`config.mk`:
```
export PLATFORM = sky130hd
export DESIGN_NAME = keypad_entry_ctrl_flat
export DESIGN_NICKNAME = d
export VERILOG_FILES = /design/src/rtl/kpd_pkg.sv /design/src/rtl/keypad_entry_ctrl_if.sv /design/src/rtl/kpd_debounce.sv /design/src/rtl/keypad_entry_ctrl.sv /design/src/flat_wrapper.sv
export SDC_FILE = /design/constraint.sdc
export NUM_CORES = 1
export LEC_CHECK = 0
export BUFFER_PORTS_ARGS = -buffer_cell sky130_fd_sc_hd__buf_2
export CAP_MARGIN = 30
export CORE_AREA = 10 10 100 67
export DETAILED_ROUTE_END_ITERATION = 12
export DIE_AREA = 0 0 110 77
export PLACE_DENSITY = 0.75
export SLEW_MARGIN = 20
export SYNTH_ARGS = -nofsm -noshare
export SYNTH_HDL_FRONTEND = slang
export SYNTH_SLANG_ARGS = --single-unit
```
`constraint.sdc`:
```
create_clock -name clk -period 5.55 [get_ports clk]
set_clock_uncertainty 0.1 [all_clocks]
set_input_delay 0 -clock clk [delete_from_list [all_inputs] [get_ports clk]]
set_output_delay 0 -clock clk [all_outputs]
set_load 0.01 [all_outputs]
```
`src/rtl/kpd_pkg.sv`:
```
// Shared types and constants for the keypad entry controller.
package kpd_pkg;

  localparam int BCD_DIGITS = 3;
  localparam int BCD_W      = 4 * BCD_DIGITS;

  localparam logic [3:0] KEY_A = 4'hA;  // commit
  localparam logic [3:0] KEY_B = 4'hB;  // backspace
  localparam logic [3:0] KEY_C = 4'hC;  // reserved
  localparam logic [3:0] KEY_D = 4'hD;  // clear

  typedef logic [BCD_W-1:0] bcd_num_t;

  typedef enum logic [1:0] {IDLE, PRESS_WAIT, HELD, REL_WAIT} deb_state_e;
  typedef enum logic       {EDIT, SEND} entry_state_e;

  function automatic logic is_digit(input logic [3:0] code);
    return code <= 4'h9;
  endfunction

endpackage

```
`src/rtl/keypad_entry_ctrl_if.sv`:
```
// Committed-number handshake between the keypad controller and its consumer.
interface keypad_entry_ctrl_if;
  import kpd_pkg::*;

  bcd_num_t num_bcd;
  logic     num_valid;
  logic     num_ready;

  modport master (output num_bcd, output num_valid, input  num_ready);
  modport slave  (input  num_bcd, input  num_valid, output num_ready);
endinterface

```
`src/rtl/kpd_debounce.sv`:
```
// Press/release debouncer: one press_evt pulse per debounced key press, no auto-repeat.
module kpd_debounce
  import kpd_pkg::*;
#(
  parameter int DEB_CYCLES = 50000
) (
  input  logic       clk,
  input  logic       rst,
  input  logic [3:0] key_code,
  input  logic       key_valid,
  output logic       press_evt,
  output logic [3:0] press_code
);

  localparam int CW = $clog2(DEB_CYCLES + 1);
  localparam logic [CW-1:0] CNT_ONE  = CW'(1);
  localparam logic [CW-1:0] CNT_LAST = CW'(DEB_CYCLES - 1);
  localparam logic [CW-1:0] CNT_MAX  = CW'(DEB_CYCLES);

  deb_state_e    state_q, state_d;
  logic [CW-1:0] cnt_q, cnt_d;
  logic [3:0]    cand_q, cand_d;
  logic          evt_q, evt_d;

  function automatic logic [CW-1:0] sat_inc(input logic [CW-1:0] v);
    return (v == CNT_MAX) ? v : v + CNT_ONE;
  endfunction

  // NOTE: state registers use non-blocking assignments so every flop samples pre-edge values.
  always_ff @(posedge clk) begin
    if (rst) begin
      state_q <= IDLE;
      cnt_q   <= '0;
      cand_q  <= '0;
      evt_q   <= 1'b0;
    end else begin
      state_q <= state_d;
      cnt_q   <= cnt_d;
      cand_q  <= cand_d;
      evt_q   <= evt_d;
    end
  end

  // NOTE: every output of this block is defaulted first so no path can infer a latch.
  always_comb begin
    state_d = state_q;
    cnt_d   = cnt_q;
    cand_d  = cand_q;
    evt_d   = 1'b0;
    unique case (state_q)
      IDLE: begin
        if (key_valid) begin
          cnt_d   = CNT_ONE;
          cand_d  = key_code;
          state_d = PRESS_WAIT;
        end
      end
      PRESS_WAIT: begin
        if (key_valid && key_code == cand_q) begin
          if (cnt_q == CNT_LAST) begin
            cnt_d   = CNT_MAX;
            evt_d   = 1'b1;
            state_d = HELD;
          end else begin
            cnt_d = sat_inc(cnt_q);
          end
        end else begin
          cnt_d   = '0;
          state_d = IDLE;
        end
      end
      HELD: begin
        if (!key_valid) begin
          cnt_d   = CNT_ONE;
          state_d = REL_WAIT;
        end
      end
      REL_WAIT: begin
        if (key_valid) begin
          cnt_d   = '0;
          state_d = HELD;
        end else if (cnt_q == CNT_LAST) begin
          cnt_d   = '0;
          state_d = IDLE;
        end else begin
          cnt_d = sat_inc(cnt_q);
        end
      end
      default: state_d = IDLE;
    endcase
  end

  assign press_evt  = evt_q;
  assign press_code = cand_q;

endmodule

```
`src/rtl/keypad_entry_ctrl.sv`:
```
// Keypad number entry: debounced keys edit a 3-digit BCD buffer, key A commits it over a valid/ready handshake.
module keypad_entry_ctrl
  import kpd_pkg::*;
#(
  parameter int DEB_CYCLES = 50000
) (
  input  logic                       clk,
  input  logic                       rst,
  input  logic [3:0]                 key_code,
  input  logic                       key_valid,
  keypad_entry_ctrl_if.master        num,
  output bcd_num_t                   disp_bcd,
  output logic [1:0]                 digit_cnt,
  output logic                       overflow
);

  localparam logic [1:0] DIGITS_MAX = 2'(BCD_DIGITS);

  logic       press_evt;
  logic [3:0] press_code;

  kpd_debounce #(.DEB_CYCLES(DEB_CYCLES)) u_debounce (
    .clk        (clk),
    .rst        (rst),
    .key_code   (key_code),
    .key_valid  (key_valid),
    .press_evt  (press_evt),
    .press_code (press_code)
  );

  entry_state_e ent_q, ent_d;
  bcd_num_t     edit_q, edit_d;
  bcd_num_t     num_q, num_d;
  logic [1:0]   cnt_q, cnt_d;
  logic         ovf_q, ovf_d;

  always_ff @(posedge clk) begin
    if (rst) begin
      ent_q  <= EDIT;
      edit_q <= '0;
      num_q  <= '0;
      cnt_q  <= '0;
      ovf_q  <= 1'b0;
    end else begin
      ent_q  <= ent_d;
      edit_q <= edit_d;
      num_q  <= num_d;
      cnt_q  <= cnt_d;
      ovf_q  <= ovf_d;
    end
  end

  always_comb begin
    ent_d  = ent_q;
    edit_d = edit_q;
    num_d  = num_q;
    cnt_d  = cnt_q;
    ovf_d  = ovf_q;

    if (ent_q == SEND && num.num_ready) ent_d = EDIT;

    // Clear works in both states; everything else is dropped while a number awaits collection.
    if (press_evt) begin
      if (press_code == KEY_D) begin
        edit_d = '0;
        cnt_d  = '0;
        ovf_d  = 1'b0;
      end else if (ent_q == EDIT) begin
        if (is_digit(press_code)) begin
          if (cnt_q == DIGITS_MAX) begin
            ovf_d = 1'b1;
          end else begin
            edit_d = {edit_q[BCD_W-5:0], press_code};
            cnt_d  = cnt_q + 2'd1;
          end
        end else if (press_code == KEY_A) begin
          if (cnt_q != 2'd0) begin
            num_d  = edit_q;
            edit_d = '0;
            cnt_d  = '0;
            ent_d  = SEND;
          end
        end else if (press_code == KEY_B) begin
          ovf_d = 1'b0;
          if (cnt_q != 2'd0) begin
            edit_d = {4'h0, edit_q[BCD_W-1:4]};
            cnt_d  = cnt_q - 2'd1;
          end
        end
      end
    end
  end

  assign num.num_bcd   = num_q;
  assign num.num_valid = (ent_q == SEND);
  assign disp_bcd      = edit_q;
  assign digit_cnt     = cnt_q;
  assign overflow      = ovf_q;

endmodule

```
`src/flat_wrapper.sv`:
```
// flat-port wrapper written by rule: the top's interface ports become plain ports
module keypad_entry_ctrl_flat import kpd_pkg::*;
#(
  parameter int DEB_CYCLES = 50000
)
  (clk, rst, key_code, key_valid, disp_bcd, digit_cnt, overflow, num_num_bcd, num_num_valid, num_num_ready);
  keypad_entry_ctrl_if num_i ();
  input  logic clk;
  input  logic rst;
  input  logic [3:0] key_code;
  input  logic key_valid;
  output bcd_num_t disp_bcd;
  output logic [1:0] digit_cnt;
  output logic overflow;
  output wire logic [$bits(num_i.num_bcd)-1:0] num_num_bcd;
  output wire logic [$bits(num_i.num_valid)-1:0] num_num_valid;
  input wire logic [$bits(num_i.num_ready)-1:0] num_num_ready;
  assign num_num_bcd = num_i.num_bcd;
  assign num_num_valid = num_i.num_valid;
  assign num_i.num_ready = num_num_ready;
  keypad_entry_ctrl #(.DEB_CYCLES(DEB_CYCLES)) u_core (.clk(clk), .rst(rst), .key_code(key_code), .key_valid(key_valid), .num(num_i), .disp_bcd(disp_bcd), .digit_cnt(digit_cnt), .overflow(overflow));
endmodule
```
==> results <==
- The run finished with clean final reports.
- The number of H-tree branching levels is 2.
- For this run, the post-layout net count is about 360.
- The post-route clock period utilization is between 40% and 50%.
- Counting distinct cell types in the post-synthesis netlist gives 52.
- The data arrival at the endpoint of the critical path is between 2000 and 3000 ps.
- Routability-driven placement finished with a final weighted congestion of between 0.9 and 1.
- After synthesis, the share of flip-flops with an asynchronous set or reset is 0%.
- The initial antenna violation count is 0.
- At the pin with the least slew margin, the transition time is around 900 ps.
- The number of CTS-inserted buffers is 5.
- The vertical die dimension is 77 microns.
- The number of warnings issued by yosys is 0.
- In the layout the commonest cells are 51 x sky130_fd_sc_hd__dfxtp_1, 35 x sky130_fd_sc_hd__buf_2, 33 x sky130_fd_sc_hd__nor2_1.
- The static leakage is roughly 1.2 nW.
- Setup repair after global routing left no endpoint under its margin.
- The TritonCTS clock tree is built.
- Of the total power, registers draw between 50 and 60%.
- The highest clock rate is approximately 400 MHz.
- Dividing total power by cell area gives a power density of 226.2 nW/um^2.
- The number of global-route vias before repair is approximately 2200.
- The total wire length is around 6800 microns.
- The cell area that synthesis handed to floorplanning was roughly 2600 sq um.
- Summed over all nets, the switching power comes to between 0.15 and 0.2 mW.
- The worst setup path is captured at a register.
- Among all flip-flop cells after synthesis, the most frequent one is sky130_fd_sc_hd__dfxtp_1.
- For this run, the detailed router's first-pass iteration total came to 4.
- The first-pass GRT wire length is 11050 microns.
- The final standard cell count with taps included and fillers excluded is approximately 410.
- The fraction of final layout cells sized beyond drive strength 1 is about 15%.
- The number of design-rule violations left by the first detailed-router iteration is 199.
- The count of state elements after synthesis is 51.
- The post-CTS setup buffer count is 0.
- Counting I/O delays and the setup requirement, the final critical path takes roughly 2500 ps.
- The most common cell after layout, fill and taps aside is sky130_fd_sc_hd__dfxtp_1.
- Using the TritonRoute via totals, the vias-per-cell ratio works out to approximately 6.
- The worst setup path is launched from a register.
- Max-cap violations in this run came to 0.
- The post-detailed-placement half-perimeter wirelength is between 4000 and 5000 microns.
- In this run, placement finished with an instance count of ~400.
- The number of endpoints with negative hold slack in the final report is 0.
- Counting every sink on the clock net gives 51.
- The cell sitting at the root of the clock tree is a sky130_fd_sc_hd__clkbuf_8.
- The die covers between 8000 and 9000 sq um.
- The data required time at the worst endpoint is around 5700 ps.
- The total vias in the final route is about 2500.
- The detailed-route wire length per cell is about 17 microns.
- For the final routed database, the setup TNS stands at 0 ps.
- Across the VDD grid, the largest voltage drop is 120.6 uV.
- The source-to-sink clock delay at the later pin of the worst-skew pair is about 310 ps.
- The clock tree buffer depth is 2.
- The repair_antennas step left the layout with diodes totalling 0.
- The count of standard-cell rows is 20.
- Headroom to the max-slew limit came out at between 30 and 40%.
- The die is approximately 110 microns wide.
- The cell-internal power is 0.5160 mW.
- The sum of overflow across all layers after global routing is 0.
- Along the worst path, the maximum fanout reaches 14.
- The number of setup violations in the final report is 0.
- The worst hold-check slack is 124.4 ps.
- The post-synthesis to final-layout area growth is 13.96%.
- 36 I/O pins were placed.
- The post-synth net total is 325.
- The clock transition time at the flip-flop clock pins of the worst setup and hold paths is ~100 ps.
- The count of pins over their slew limit came to 0.
- The number of synthesized flops with an enable pin is 0.
- In the routed design, unresolved DRC markers number 0.
- The net switching fraction of the power is a little under a quarter.
- The tightest min-delay check is of the primary input to register type.
- In this run the remaining antenna-violating nets after routing total 0.
- The global-route total usage across every layer is 15.74%.
- The mean post-synth cell area is 8.335 sq um.
- The largest net degree at the start of global routing is 39.
- The number of gates resized after CTS was 0.
- The sequential area share after synthesis is approximately 39%.
- The part of the power in the clock network is about two fifths.
- The number of standard cells after synthesis is around 310.
- The region available for standard cell placement spans 4880 sq um.
- After clock tree synthesis, the flow added hold-fix buffers numbering 6.
- The combinational fraction of design power is under 10%.
- The number of port buffers is 35.
- The effective utilization at floorplan is a little over half.
- The type of the setup path with the least slack is register to register.
==> through the flow <==
step                util (%)  setup slack (ps)  total power, mW  cell area, sq um
floorplan                  -              3442           0.4090              2609
global placement       57.28              3206           0.4185              2795
detailed placement     57.28              3163           0.4191              2795
CTS                    60.69              3134           0.6763              2962
global route           60.92              2813           0.6977              2973
finish                 60.92              3033           0.6725              2973
==> cell usage after synthesis, drive strengths merged, types with 5 or more instances <==
cell / number / area [sq um]
mux2i: 17 / 170.2
dfxtp: 51 / 1021
a31oi: 9 / 56.30
nand3: 15 / 75.07
clkbuf: 13 / 48.80
a21oi: 17 / 85.08
nor3: 8 / 40.04
nor2b: 6 / 37.54
inv: 12 / 45.04
nor4: 5 / 37.53
nand2: 18 / 67.56
a22oi: 7 / 57.55
nand2b: 11 / 68.82
a211oi: 7 / 52.55
xor2: 5 / 43.79
nand4: 8 / 50.05
o21ai: 16 / 80.07
nor2: 33 / 123.9
buf: 7 / 35.03
==> layer usage <==
layer | track usage, % | up-vias | share of wire, %
met5 | 0 | - | 0
met4 | 4.663 | 0 | 0.75
met3 | 4.674 | 6 | 7.9
met2 | 22.14 | 93 | 42
met1 | 22.25 | 1156 | 50
li1 | - | 1200 | -
==> final timing paths <==
kind                                   start                         end  slack (ps)  depth (start not counted)
max reg2reg  u_core.u_debounce.press_code[2]  u_core.u_debounce.cnt_q[1]        3030                          5
min                                      rst       u_core.num.num_bcd[9]         120                          2
max          u_core.u_debounce.press_code[2]  u_core.u_debounce.cnt_q[1]        3030                          5
min reg2reg            u_core.num.num_bcd[9]       u_core.num.num_bcd[9]         390                          2
==> cells by family after synthesis <==
| kind of cell | share of synthesized area [%] |
|---|---|
| adder cells (fa/ha/maj) | 1.919 |
| multiplexers | 6.523 |
| flip-flops | 39.14 |
| buffers and inverters | 4.940 |
| AO/OA/AOI/OAI | 19.66 |
| XOR/XNOR | 2.014 |
| AND/OR/NAND/NOR | 25.80 |
==> worst max-delay path, stage by stage (launching register included) <==
cell                      delay, ps
sky130_fd_sc_hd__dfxtp_1        610
sky130_fd_sc_hd__xor2_1         120
sky130_fd_sc_hd__nor3_1         540
sky130_fd_sc_hd__a21o_1         440
sky130_fd_sc_hd__nand2_1        250
sky130_fd_sc_hd__o32ai_1        350
==> sequential cells by signal, summed over array words and instances, names as in the netlist <==
name / count
u_core.u_debounce.cnt_q: 16
u_core.num.num_valid: 1
u_core.u_debounce.press_evt: 1
u_core.disp_bcd: 12
u_core.num.num_bcd: 12
u_core.digit_cnt: 2
u_core.overflow: 1
u_core.u_debounce.press_code: 4
u_core.u_debounce.state_q: 2
==> layout make-up <==
class	instances	area, sq um
clock buffer	5	68.82
clock inverter	2	37.54
fill	447	1907
inverter	12	45.04
multi-input combinational	230	1464
sequential	51	1021
tap	66	82.58
timing repair buffer	43	254.0
==> power groups by stage <==
stage,registers (mW),logic [mW],clock network [mW]
after global placement,0.384,0.0345,0
after detailed placement,0.384,0.0347,0
after global routing,0.377,0.0425,0.278
final,0.376,0.0391,0.257
after CTS,0.376,0.0384,0.262
after floorplan,0.379,0.0298,0
(Power assumes the default switching activity.)
